**src/rtl/sd_write_crc_status_if.sv**
```systemverilog
// Signal bundle between the SD DAT receive stage / write path and the
// CRC-status token generator that drives DAT0 back to the host.
//
// Handshake semantics: there is no valid/ready pair here. write_all_strobe
// and abort are single-cycle request pulses in the system clock domain and
// are acted on in the cycle they are high; crc_ok is qualified only by
// write_all_strobe. busy_hold is a level that is sampled only on sd_clock
// falling edges while the line is held busy. status_done and crc_error are
// single-cycle completion pulses; overrun is a sticky flag. state_dbg
// mirrors the FSM state for observation only.
interface sd_write_crc_status_if;
    logic       sd_clock;
    logic       write_all_strobe;
    logic       crc_ok;
    logic       busy_hold;
    logic       abort;
    logic       dat0_out;
    logic       dat0_oe;
    logic       busy;
    logic       status_done;
    logic       crc_error;
    logic       overrun;
    logic [2:0] state_dbg;

    modport master (
        output sd_clock, write_all_strobe, crc_ok, busy_hold, abort,
        input  dat0_out, dat0_oe, busy, status_done, crc_error, overrun, state_dbg
    );

    modport slave (
        input  sd_clock, write_all_strobe, crc_ok, busy_hold, abort,
        output dat0_out, dat0_oe, busy, status_done, crc_error, overrun, state_dbg
    );
endinterface

```
**src/rtl/sd_write_crc_status.sv**
```systemverilog
// SD write CRC-status responder: after a received block, waits NCRC_EDGES
// sd_clock falling edges, drives the 5-bit CRC-status token on DAT0, holds
// the line low while the write path commits, then releases it. sd_clock is
// oversampled in the system clock domain; every DAT0 change happens on a
// detected falling edge so the host sees stable data at its rising edge.
module sd_write_crc_status #(
    parameter int unsigned NCRC_EDGES = 2,
    parameter int unsigned BUSY_MIN   = 1
) (
    input  logic                  clock,
    input  logic                  reset_n,
    sd_write_crc_status_if.slave  bus
);

    typedef enum logic [2:0] {
        S_IDLE  = 3'd0,
        S_WAIT  = 3'd1,
        S_START = 3'd2,
        S_STAT  = 3'd3,
        S_END   = 3'd4,
        S_BUSY  = 3'd5,
        S_REL   = 3'd6,
        S_RELX  = 3'd7
    } state_t;

    state_t     state_q, state_d;
    logic       s1_q, s2_q, s3_q;
    logic       fall;
    logic [3:0] edge_cnt_q, edge_cnt_d, cnt_dec;
    logic [1:0] bit_idx_q, bit_idx_d;
    logic [2:0] tok_q, tok_d;
    logic       dat0_out_q, dat0_out_d;
    logic       dat0_oe_q, dat0_oe_d;
    logic       busy_q, busy_d;
    logic       status_done_q, status_done_d;
    logic       crc_error_q, crc_error_d;
    logic       overrun_q, overrun_d;

    // Falling edge of the synchronised sd_clock, one system clock wide.
    assign fall    = s3_q & ~s2_q;
    assign cnt_dec = (edge_cnt_q == 4'd0) ? 4'd0 : edge_cnt_q - 4'd1;

    // State register, synchroniser and registered outputs; reset releases DAT0 at once.
    always_ff @(posedge clock or negedge reset_n) begin
        if (!reset_n) begin
            state_q       <= S_IDLE;
            s1_q          <= 1'b0;
            s2_q          <= 1'b0;
            s3_q          <= 1'b0;
            edge_cnt_q    <= 4'd0;
            bit_idx_q     <= 2'd0;
            tok_q         <= 3'd0;
            dat0_out_q    <= 1'b1;
            dat0_oe_q     <= 1'b0;
            busy_q        <= 1'b0;
            status_done_q <= 1'b0;
            crc_error_q   <= 1'b0;
            overrun_q     <= 1'b0;
        end else begin
            state_q       <= state_d;
            s1_q          <= bus.sd_clock;
            s2_q          <= s1_q;
            s3_q          <= s2_q;
            edge_cnt_q    <= edge_cnt_d;
            bit_idx_q     <= bit_idx_d;
            tok_q         <= tok_d;
            dat0_out_q    <= dat0_out_d;
            dat0_oe_q     <= dat0_oe_d;
            busy_q        <= busy_d;
            status_done_q <= status_done_d;
            crc_error_q   <= crc_error_d;
            overrun_q     <= overrun_d;
        end
    end

    // Next-state and counter logic; abort beats a simultaneous fall pulse.
    always_comb begin
        state_d    = state_q;
        edge_cnt_d = edge_cnt_q;
        bit_idx_d  = bit_idx_q;
        tok_d      = tok_q;
        if (state_q == S_IDLE) begin
            if (bus.write_all_strobe && !bus.abort) begin
                // tok[1] doubles as the "positive token" flag downstream.
                tok_d      = bus.crc_ok ? 3'b010 : 3'b101;
                edge_cnt_d = 4'(NCRC_EDGES);
                state_d    = S_WAIT;
            end
        end else if (bus.abort) begin
            state_d = S_IDLE;
        end else if (fall) begin
            case (state_q)
                S_WAIT: begin
                    edge_cnt_d = cnt_dec;
                    if (cnt_dec == 4'd0) state_d = S_START;
                end
                S_START: begin
                    bit_idx_d = 2'd2;
                    state_d   = S_STAT;
                end
                S_STAT: begin
                    if (bit_idx_q == 2'd0) state_d = S_END;
                    else                   bit_idx_d = bit_idx_q - 2'd1;
                end
                S_END: begin
                    if (tok_q[1]) begin
                        edge_cnt_d = 4'(BUSY_MIN);
                        state_d    = S_BUSY;
                    end else begin
                        state_d = S_REL;
                    end
                end
                S_BUSY: begin
                    // The decremented count decides, so BUSY_MIN=1 yields one busy bit.
                    edge_cnt_d = cnt_dec;
                    if (cnt_dec == 4'd0 && !bus.busy_hold) state_d = S_REL;
                end
                S_REL:   state_d = S_RELX;
                S_RELX:  state_d = S_IDLE;
                default: state_d = S_IDLE;
            endcase
        end
    end

    // Output logic: DAT0 value/enable and status pulses for the next cycle.
    always_comb begin
        dat0_out_d    = dat0_out_q;
        dat0_oe_d     = dat0_oe_q;
        busy_d        = busy_q;
        status_done_d = 1'b0;
        crc_error_d   = 1'b0;
        overrun_d     = overrun_q;
        if (bus.write_all_strobe && state_q != S_IDLE) overrun_d = 1'b1;
        if (state_q != S_IDLE && bus.abort) begin
            dat0_out_d = 1'b1;
            dat0_oe_d  = 1'b0;
            busy_d     = 1'b0;
        end else if (fall) begin
            case (state_q)
                S_START: begin
                    dat0_out_d = 1'b0;
                    dat0_oe_d  = 1'b1;
                    busy_d     = 1'b1;
                end
                S_STAT:  dat0_out_d = tok_q[bit_idx_q];
                S_END: begin
                    dat0_out_d  = 1'b1;
                    crc_error_d = ~tok_q[1];
                end
                S_BUSY:  dat0_out_d = 1'b0;
                S_REL:   dat0_out_d = 1'b1;
                S_RELX: begin
                    dat0_out_d    = 1'b1;
                    dat0_oe_d     = 1'b0;
                    busy_d        = 1'b0;
                    status_done_d = tok_q[1];
                end
                default: ;
            endcase
        end
    end

    assign bus.dat0_out    = dat0_out_q;
    assign bus.dat0_oe     = dat0_oe_q;
    assign bus.busy        = busy_q;
    assign bus.status_done = status_done_q;
    assign bus.crc_error   = crc_error_q;
    assign bus.overrun     = overrun_q;
    assign bus.state_dbg   = state_q;

endmodule

```
**src/flat_wrapper.sv**
```systemverilog
// flat-port wrapper written by rule: the top's interface ports become plain ports
module sd_write_crc_status_flat 
#(
    parameter int unsigned NCRC_EDGES = 2,
    parameter int unsigned BUSY_MIN   = 1
)
  (clock, reset_n, bus_sd_clock, bus_write_all_strobe, bus_crc_ok, bus_busy_hold, bus_abort, bus_dat0_out, bus_dat0_oe, bus_busy, bus_status_done, bus_crc_error, bus_overrun, bus_state_dbg);
  sd_write_crc_status_if bus_i ();
  input  logic clock;
  input  logic reset_n;
  input wire logic [$bits(bus_i.sd_clock)-1:0] bus_sd_clock;
  input wire logic [$bits(bus_i.write_all_strobe)-1:0] bus_write_all_strobe;
  input wire logic [$bits(bus_i.crc_ok)-1:0] bus_crc_ok;
  input wire logic [$bits(bus_i.busy_hold)-1:0] bus_busy_hold;
  input wire logic [$bits(bus_i.abort)-1:0] bus_abort;
  output wire logic [$bits(bus_i.dat0_out)-1:0] bus_dat0_out;
  output wire logic [$bits(bus_i.dat0_oe)-1:0] bus_dat0_oe;
  output wire logic [$bits(bus_i.busy)-1:0] bus_busy;
  output wire logic [$bits(bus_i.status_done)-1:0] bus_status_done;
  output wire logic [$bits(bus_i.crc_error)-1:0] bus_crc_error;
  output wire logic [$bits(bus_i.overrun)-1:0] bus_overrun;
  output wire logic [$bits(bus_i.state_dbg)-1:0] bus_state_dbg;
  assign bus_i.sd_clock = bus_sd_clock;
  assign bus_i.write_all_strobe = bus_write_all_strobe;
  assign bus_i.crc_ok = bus_crc_ok;
  assign bus_i.busy_hold = bus_busy_hold;
  assign bus_i.abort = bus_abort;
  assign bus_dat0_out = bus_i.dat0_out;
  assign bus_dat0_oe = bus_i.dat0_oe;
  assign bus_busy = bus_i.busy;
  assign bus_status_done = bus_i.status_done;
  assign bus_crc_error = bus_i.crc_error;
  assign bus_overrun = bus_i.overrun;
  assign bus_state_dbg = bus_i.state_dbg;
  sd_write_crc_status #(.NCRC_EDGES(NCRC_EDGES), .BUSY_MIN(BUSY_MIN)) u_core (.clock(clock), .reset_n(reset_n), .bus(bus_i));
endmodule
```
**config.mk**
```make
export PLATFORM = sky130hd
export DESIGN_NAME = sd_write_crc_status_flat
export DESIGN_NICKNAME = d
export VERILOG_FILES = /design/src/rtl/sd_write_crc_status_if.sv /design/src/rtl/sd_write_crc_status.sv /design/src/flat_wrapper.sv
export SDC_FILE = /design/constraint.sdc
export NUM_CORES = 1
export LEC_CHECK = 0
export BUFFER_PORTS_ARGS = -buffer_cell sky130_fd_sc_hd__buf_2
export CAP_MARGIN = 20
export CORE_MARGIN = 2
export CORE_UTILIZATION = 41
export CTS_CLUSTER_SIZE = 28
export DETAILED_ROUTE_END_ITERATION = 7
export GPL_TIMING_DRIVEN = 0
export PLACE_DENSITY = 0.65
export SYNTH_ARGS = -nofsm -noshare
export SYNTH_HDL_FRONTEND = slang
export SYNTH_SLANG_ARGS = --single-unit
```
**constraint.sdc**
```tcl
create_clock -name clock -period 3.8 [get_ports clock]
set_clock_uncertainty 0.05 [all_clocks]
set_input_delay 0.38 -clock clock [delete_from_list [all_inputs] [get_ports clock]]
set_output_delay 0.38 -clock clock [all_outputs]
set_load 0.02 [all_outputs]
```
# ---- After elaboration in Yosys (flattened, before gate mapping)
# Cells that the tools add are included.
dict set report classes {
  n_addsub 2
  magnitude_cmp 1
  n_eq_ne 14
  muxes 33
  n_bitwise 5
  reduce_logical 27
}
# cell count
set ops {}
lappend ops {{2-to-1 mux 3 bit} 8}
lappend ops {{2-to-1 mux 4 bit} 6}
lappend ops {{case mux 3 bit (6 select lines)} 1}
lappend ops {{AND reduction 5 bit} 3}
lappend ops {{== test 3 bit, second input constant} 4}
lappend ops {{inequality test 4 x 2 -> 1 bit, second input constant} 3}
lappend ops {{nonzero test 3 bit} 4}
lappend ops {{2-to-1 mux 1 bit} 11}
lappend ops {{zero test 4 bit} 2}
lappend ops {{case mux 4 bit (2 select lines)} 1}
lappend ops {{== test 3 x 2 -> 1 bit, second input constant} 2}
lappend ops {{AND reduction 2 bit} 3}
lappend ops {{nonzero test 2 bit} 3}
lappend ops {{logical AND 1 bit} 4}
lappend ops {{2-to-1 mux 2 bit} 2}
lappend ops {{inequality test 2 bit, second input constant} 2}
lappend ops {{inverter 1 bit} 4}
lappend ops {{case mux 2 bit (2 select lines)} 1}
lappend ops {{nonzero test 4 bit} 1}
lappend ops {{OR reduction 2 bit} 2}
lappend ops {{subtractor 4 x 1 -> 4 bit, second input constant} 1}
lappend ops {{== test 3 x 1 -> 1 bit, second input constant} 1}
lappend ops {{zero test 3 bit} 1}
lappend ops {{less-than comparator 2 x 3 -> 1 bit, second input constant} 1}
lappend ops {{10 further kinds} 11}
dict set report totals {
  ff_bits 20
  output_inout_bits 9
  word_cells 94
}

# ---- Longest topological paths before layout
# Gate-level depths: netlist of run 1.
dict set report logic_depth {
  ltp_word 9
  ltp_mapped 6
  mapped_depth_nobuf 6
}

# ---- Worst setup path after synthesis of run 1
# OpenSTA, ideal clock, no wires.
dict set report synth_timing {
  path_type {flip-flop to flip-flop}
  startpoint {register u_core.state_q[1] (netlist: u_core.bus.state_dbg[1])}
  endpoint {register u_core.tok_q[1]}
  setup_time_ps 125
  arrival_ps 1774
  setup_slack_ps 1851
  stages_incl_launch_ff 6
  path_cell_list {dfrtp_1 -> buf_6 -> or3_4 -> buf_6 -> or3b_4 -> mux2_4}
}
dict set report synth_via {
  elab_chain_cells 2
}
# element line
set synth_lines {}
lappend synth_lines {{from (decl)} sd_write_crc_status.sv:26} ;# state_t state_q, state_d;
lappend synth_lines {{from (signal assigned)} sd_write_crc_status.sv:60} ;# state_q <= state_d;
lappend synth_lines {{zero test 3 bit} sd_write_crc_status.sv:82} ;# if (state_q == S_IDLE) begin
lappend synth_lines {{AND reduction 2 bit (no line)} --}
lappend synth_lines {{to (signal assigned)} sd_write_crc_status.sv:66} ;# tok_q <= tok_d;
lappend synth_lines {{to (decl)} sd_write_crc_status.sv:31} ;# logic [2:0] tok_q, tok_d;
# No other way between the ends.
# A chain may end at the register's enable or synchronous reset.

# ---- Final worst setup path of run 1
dict set report layout_timing {
  startpoint {register u_core.state_q[1] (netlist: u_core.bus.state_dbg[1])}
  endpoint {register u_core.edge_cnt_q[2]}
}
dict set report layout_via {
  elab_chain_cells 6
}
# element line
set layout_lines {}
lappend layout_lines {{== test 3 x 1 -> 1 bit / == test 3 bit (equally long branches)} sd_write_crc_status.sv:92} ;# case (state_q)
lappend layout_lines {{OR reduction 2 bit (no line)} --}
lappend layout_lines {{case mux 4 bit (2 select lines)} sd_write_crc_status.sv:92}
lappend layout_lines {{2-to-1 mux 4 bit} sd_write_crc_status.sv:91} ;# end else if (fall) begin
lappend layout_lines {{2-to-1 mux 4 bit} sd_write_crc_status.sv:89} ;# end else if (bus.abort) begin
lappend layout_lines {{2-to-1 mux 4 bit} sd_write_crc_status.sv:82}
lappend layout_lines {{to (signal assigned)} sd_write_crc_status.sv:64} ;# edge_cnt_q <= edge_cnt_d;
lappend layout_lines {{to (decl)} sd_write_crc_status.sv:29} ;# logic [3:0] edge_cnt_q, edge_cnt_d, cnt_dec;
# Several ways; a longest one is shown, not always the timed one. The select of a mux whose other input is x is not followed.

==> flow_summary.yaml, run 1 <==
run_status:
  status: "complete, no violations"
global_route:
  first_global_vias: 775
  overflow: 0
  grt_max_degree: 20
  grt_pass1_wl_um: 3380
  grt_usage: 0.159
  antenna_found_initial: 0
worst_setup_path:
  cp.required_ns: 3.96
  r2r-start: "u_core.bus.state_dbg[1]$_DFFE_PN0P_"
  reg2reg_slack_ns: 1.88
  cp-start-kind: "flop"
  cp.arrival_ns: 2.08
  worstSetupPathType: "flop to flop"
  rr_endpoint: "u_core.edge_cnt_q[2]$_DFFE_PN0P_"
  crit_path_max_fanout: 10
  end_kind: "flop"
  rr_worst_depth: 6
cells_and_area:
  n_fill_cell: 240
  syn2layout_area_growth_pct: 14.0
  fin_nets: 132
  antenna_cells: 0
  regArea_um2: 477
  multi_input_area_um2: 492
  layout-drive-gt1-share: 0.254
clocking:
  cts_max_level: 1
  cts_made_buffers: 3
  clkSlewWorstSetupHoldPaths_ns: 0.11
  cts_num_sinks: 19
  clockBufferDepth: 2
  root_buffer: "clkbuf_4"
  cts_tree: "yes"
  clock_latency_ns: 0.30
  post_cts_buffers: 0
yosys:
  synth_area_um2: 1030
  synth_top_area_frac: 0.436
  postSynthAreaPerCell_um2: 10.0
  synth_cell_type_count: 42
  seq_area_frac_synth: 0.461
  yosysWarnings: 0
  synth_nets: 112
  synth.largest_area_cell: "dfrtp_1"
  netlist_instances: 103
  yosys_register_bits: 19
  synthTopCellsByArea: "dfrtp_1, o31ai_1, nor3b_1"
placed_design:
  io_buffers: 14
  hpwl_um: 1430
  gp_congestion: 0.735
routing:
  vias_per_cell: 5.35
  routed_wl_um: 1970
  drcViolationCount: 0
  wl_per_cell_um: 13.0
  dr_total_vias: 813
  drt_iter0_drc: 12
  first_pass_iters: 4
  drtAntennaViolNets: 0
sta:
  report.final.slew_viol_count: 0
  tightest_slew_ns: 0.434
  relSlewSlack: 0.710
  rsz0062_at_grt: "false"
  fin_crit_sh: 0.505
  finalHoldViolCount: 0
  min_period_ns: 1.92
  holdWs_ns: 0.121
  clock.fmax_mhz: 521
  finalSetupViolations: 0
  fin_setup_tns_ns: 0
die:
  start_util: 0.425
  die_area_um2: 2940
  dieHeight_um: 54.2
  rows: 18
  fp.dieW_um: 54.2
  core_um2: 2430
  io_pins: 16
power_and_ir_drop:
  finalPower_uw: 488
  peakVddDrop_uv: 181
  power.density_nw_per_um2: 414
  leakage_uw: 0.000530
worst_hold_path:
  hold_path.startpoint: "bus_sd_clock"
  min_to: "u_core.s1_q$_DFF_PN0_"
  hold_path_class: "primary input to flop"
  hold_depth: 1
flow_run:
  drv_cap: 0
==> cell usage after synthesis <==
master	number
a21o_1	2
buf_2	1
nand2b_1	3
nand3b_1	2
dfstp_2	1
o31ai_1	6
mux2_4	1
a32oi_1	1
or2_1	1
o2bb2ai_1	1
buf_4	2
mux2_2	1
mux2i_1	1
inv_1	5
nor4_1	1
xnor2_1	1
clkbuf_1	1
or3_4	1
nand2_1	7
or4bb_1	1
a31oi_1	1
o21ai_1	1
or4_1	1
a22oi_1	1
a31o_2	1
nand3_1	1
o21ai_0	4
and4b_1	1
ha_1	2
maj3_1	1
nor2_1	8
dfrtp_1	18
or3b_4	1
a21o_2	1
a21oi_1	4
o22ai_1	2
or3_2	1
buf_6	2
nor3_1	3
nor2b_1	3
nor3b_1	5
a211oi_1	1
==> metrics by stage <==
stage	utilization	cells	worst slack [ns]	cell area, um2
after floorplan	-	103	1.85	1030
after global placement	0.469	147	1.92	1140
after detailed placement	0.469	147	1.88	1140
after CTS	0.485	152	1.87	1180
after global routing	0.485	152	1.75	1180
final	0.485	152	1.88	1180
==> worst max-delay path: stages (launching register included) <==
cell and delay (ns):
dfrtp_1 0.40, buf_6 0.14, or3_4 0.36, buf_6 0.14, mux2i_1 0.17, or2_1 0.32
o31ai_1 0.24
==> cell usage in the layout, fill, tap and decap left out, drive strengths merged <==
master	count
ha	2
or3	2
or4bb	1
buf	19
or3b	1
or4	1
maj3	1
a22oi	1
mux2i	1
clkbuf	4
clkinv	1
inv	5
a31o	1
mux2	2
nor3b	5
nor3	3
a31oi	1
nand3b	2
nand2b	3
or2	1
nor2b	3
o21ai	5
dlygate4sd3	1
dfstp	1
nand2	7
a211oi	1
nand3	1
dfrtp	18
nor4	1
o22ai	2
o31ai	6
a32oi	1
nor2	8
a21o	3
and4b	1
xnor2	1
a21oi	4
o2bb2ai	1
==> kinds of logic (layout without fill, tap and decap cells) <==
group,count (synthesis),after routing,share of synthesized area
xor+xnor,1,1,0.00848
buf+inv,11,30,0.0629
fa+ha+maj,3,3,0.0339
flops,19,19,0.461
mux,3,3,0.0351
simple gates,40,40,0.230
compound gates,26,26,0.168
==> where the power goes <==
group	internal (uW)	total [uW]	switching [uW]
registers	231	252	21.7
logic	60.1	133	72.5
clock network	39.3	103	63.7
==> worst max-delay path by stage <==
stage,startpoint,endpoint,slack [ns],depth (start not counted)
6_report,u_core.bus.state_dbg[1]$_DFFE_PN0P_,u_core.edge_cnt_q[2]$_DFFE_PN0P_,1.88,6
5_1_grt,u_core.bus.state_dbg[1]$_DFFE_PN0P_,u_core.edge_cnt_q[2]$_DFFE_PN0P_,1.75,6
4_1_cts,u_core.bus.state_dbg[1]$_DFFE_PN0P_,u_core.edge_cnt_q[2]$_DFFE_PN0P_,1.87,6
3_5_place_dp,u_core.bus.state_dbg[1]$_DFFE_PN0P_,u_core.edge_cnt_q[2]$_DFFE_PN0P_,1.88,6
3_3_place_gp,u_core.bus.state_dbg[1]$_DFFE_PN0P_,u_core.tok_q[1]$_DFFE_PN0P_,1.92,5
2_1_floorplan,u_core.bus.state_dbg[1]$_DFFE_PN0P_,u_core.tok_q[1]$_DFFE_PN0P_,1.85,5
==> flip-flops by register name, indices dropped and copies added (netlist names), 2 cells and up <==
register,cells
u_core.bit_idx_q,2
u_core.tok_q,2
u_core.bus.state_dbg,3
u_core.edge_cnt_q,4
==> metal layers <==
| layer | GRT usage | part of all wire | wire length, um | up-vias |
|---|---|---|---|---|
| li1 | - | - | - | 409 |
| met1 | 0.218 | 0.51 | 1010 | 383 |
| met2 | 0.243 | 0.42 | 838 | 17 |
| met3 | 0.0250 | 0.045 | 89 | 4 |
| met4 | 0.0750 | 0.015 | 29 | 0 |
| met5 | 0 | 0 | 0 | - |
==> timing repair <==
action / CTS / global route
endpoints found under the hold margin: 18 / 0
gates resized for setup: 0 / 0
hold buffers: 1 / 0
==> final cells by class <==
class / instances / area share
Buffer: 6 / 0.0393
Clock buffer: 3 / 0.0191
Clock inverter: 1 / 0.00425
Inverter: 5 / 0.0159
Multi-Input combinational cell: 73 / 0.417
Sequential cell: 19 / 0.404
Tap cell: 30 / 0.0318
Timing Repair Buffer: 15 / 0.0679
Power figures use the tool's default switching activity.
==> run 2: changes to the inputs <==
--- a/config.mk
+++ b/config.mk
@@ -5,6 +5,7 @@
 export SDC_FILE = /design/constraint.sdc
 export NUM_CORES = 1
 export LEC_CHECK = 0
+export ABC_AREA = 1
 export BUFFER_PORTS_ARGS = -buffer_cell sky130_fd_sc_hd__buf_2
 export CAP_MARGIN = 20
 export CORE_MARGIN = 2
==> constraint.sdc (replaced) <==
create_clock -name clock -period 1.9 [get_ports clock]
set_clock_uncertainty 0.05 [all_clocks]
set_input_delay 0.19 -clock clock [delete_from_list [all_inputs] [get_ports clock]]
set_output_delay 0.19 -clock clock [all_outputs]
set_load 0.02 [all_outputs]
==> run 2 against run 1 <==
Effect of this change: setup slack lost 1.7 ns; critical endpoint is now u_core.bus.state_dbg[1]$_DFFE_PN0P_; critical path depth rose by 7; global-route usage up 1.4 points; synthesized area rose by 2.2%; cell area is 5.0% higher; clock-buffer cell count is the same; first-iteration DRC count increased by 17%; register-to-register slack got worse by 1.7 ns; non-clock buffer count is 2 lower; worst hold slack got worse by 0.073 ns; power rose to 4.0 times the previous value; combinational power grew to 8.1 times the previous value.
==> flow_summary.yaml, run 2 <==
run_status:
  status: "complete, no violations"
yosys:
  synth_cell_type_count: 23
  synth_common_cells: "nand2_1, inv_1, dfrtp_1"
  synth-xor-area-share: 0
  yosys_register_bits: 19
  synth_ff_type: "dfrtp_1"
  synthTopCellsByArea: "dfrtp_1, nand2_1, inv_1"
  async_flop_share: 1.00
  seq_area_frac_synth: 0.451
  synth_top_area_frac: 0.427
  synth_edf_count: 0
  synth_nets: 147
  synth_compound_area_frac: 0.142
  synth_top_family_by_area: "simple AND/OR/NAND/NOR gates"
  synth.largest_area_cell: "dfrtp_1"
  synthAdderAreaFrac: 0.0237
  netlist_instances: 138
  postSynthAreaPerCell_um2: 7.65
  synth.most_common_cell: "nand2_1"
  yosysWarnings: 0
  synth-simple-area-share: 0.290
  synth.area.mux_share: 0
  synth_area_um2: 1060
power_and_ir_drop:
  leakage_uw: 0.000645
  peakVddDrop_uv: 784
  power.density_nw_per_um2: 1560
die:
  core_um2: 2450
  dieHeight_um: 54.8
  start_util: 0.430
  fp.dieW_um: 54.8
  rows: 18
  die_area_um2: 3000
  io_pins: 16
routing:
  wl_per_cell_um: 11.4
  first_pass_iters: 4
  drcViolationCount: 0
  vias_per_cell: 4.95
  routed_wl_um: 2160
  drt_iter0_drc: 14
  drtAntennaViolNets: 0
  dr_total_vias: 940
global_route:
  grt_max_degree: 20
  antenna_found_initial: 0
  first_global_vias: 886
  overflow: 0
  grt_pass1_wl_um: 3600
  grt_usage: 0.173
sta:
  clock.fmax_mhz: 592
  rsz0062_at_grt: "false"
  relSlewSlack: 0.715
  fin_setup_tns_ns: 0
  finalHoldViolCount: 0
  min_period_ns: 1.69
  tightest_slew_ns: 0.427
  finalSetupViolations: 0
  report.final.slew_viol_count: 0
  fin_crit_sh: 0.888
worst_setup_path:
  worstSetupPathType: "flop to flop"
  reg2reg_slack_ns: 0.21
  crit_path_max_fanout: 4
  cp.required_ns: 2.05
  critPathLaunch: "u_core.edge_cnt_q[0]$_DFFE_PN0P_"
  rr_worst_depth: 13
  end_kind: "flop"
  crit_end: "u_core.bus.state_dbg[1]$_DFFE_PN0P_"
  r2r-start: "u_core.edge_cnt_q[0]$_DFFE_PN0P_"
  cp-start-kind: "flop"
  cp.arrival_ns: 1.83
  rr_endpoint: "u_core.bus.state_dbg[1]$_DFFE_PN0P_"
cells_and_area:
  syn2layout_area_growth_pct: 17.2
  max_flop_register: "u_core.edge_cnt_q"
  n_fill_cell: 244
  final_cell_mix: "nand2_1, inv_1, dfrtp_1"
  antenna_cells: 0
  final_common_cell: "nand2_1"
  layout-drive-gt1-share: 0.219
  fin_nets: 170
  layoutNonFillerInstCount: 190
  largest_register_ffs: 4
worst_hold_path:
  hold_path_class: "primary input to flop"
placed_design:
  placedCellCount: 183
  gp_congestion: 0.767
  io_buffers: 15
  hpwl_um: 1640
clocking:
  cts_made_buffers: 3
  clockBufferDepth: 2
  root_buffer: "clkbuf_4"
  cts_tree: "yes"
  cts_max_level: 1
  clkSlewWorstSetupHoldPaths_ns: 0.10
  cts_num_sinks: 19
  clock_latency_ns: 0.29
flow_run:
  drv_cap: 0
## run 2: cell type report
cell class	count	area, um2	area share
Multi-Input combinational cell	94	495	0.400
Sequential cell	19	477	0.385
Timing Repair Buffer	18	103	0.0829
Inverter	24	90.1	0.0728
Tap cell	30	37.5	0.0303
Clock buffer	3	22.5	0.0182
Buffer	1	7.51	0.00607
Clock inverter	1	5.00	0.00404
## run 2: how the worst min path moves through the flow
stage | slack (ns) | cells after the start | end | start
final | 0.05 | 2 | u_core.tok_q[0]$_DFFE_PN0P_ | bus_crc_ok
after CTS | 0.04 | 2 | u_core.tok_q[0]$_DFFE_PN0P_ | bus_crc_ok
after global routing | 0.06 | 2 | u_core.tok_q[0]$_DFFE_PN0P_ | bus_crc_ok
after floorplan | -0.16 | 0 | u_core.bit_idx_q[0]$_DFFE_PN0P_ | reset_n
after global placement | 0.09 | 1 | u_core.s1_q$_DFF_PN0_ | reset_n
after detailed placement | 0.10 | 1 | u_core.s1_q$_DFF_PN0_ | reset_n
## run 2: power by group
| part | internal [uW] | switching [uW] | leakage, uW | total, uW |
|---|---|---|---|---|
| logic | 381 | 696 | 0.000397 | 1080 |
| clock network | 78.4 | 121 | 0.0000177 | 200 |
| registers | 535 | 119 | 0.000231 | 655 |
| total | 994 | 937 | 0.000645 | 1930 |
## run 2: critical path, cell delays in order, from the launching register on
cell     delay [ns]
dfrtp_1        0.41
inv_2          0.09
ha_2           0.20
inv_1          0.07
nor2_4         0.11
nand2_1        0.11
o21ai_0        0.09
nand3_1        0.09
nand2_1        0.06
nand2_1        0.06
nand2_2        0.09
nand2_2        0.06
nand2_1        0.06
nand2_1        0.05
## run 2: stage by stage
stage               hold slack [ns]  total power, uW  worst slack, ns  area (um2)  utilization
detailed placement            0.101             1690           0.0890        1170        0.476
finish                       0.0484             1930            0.212        1240        0.504
CTS                          0.0424             1910           0.0735        1220        0.495
floorplan                    -0.156             1450            0.310        1060            -
global placement             0.0947             1670            0.134        1170        0.476
global route                 0.0607             2130           0.0210        1240        0.504
## run 2: cell families after synthesis
kind of cell / after synthesis
buffers and inverters: 25
AO/OA/AOI/OAI: 28
flip-flops: 19
adder cells (fa/ha/maj): 2
AND/OR/NAND/NOR: 64
## run 2: routing by layer
metal	up-vias	GRT usage	share of wire
met5	-	0	0
met3	4	0.0328	0.028
met4	0	0.0750	0.013
li1	483	-	-
met1	442	0.195	0.44
met2	11	0.312	0.52
## run 2: timing repair
action / 4_1_cts / 5_1_grt
setup endpoints to repair: 0 / 3
hold endpoints to repair: 19 / 0
gates resized for setup: 0 / 6
buffers inserted: 0 / 1
hold buffers: 2 / 0
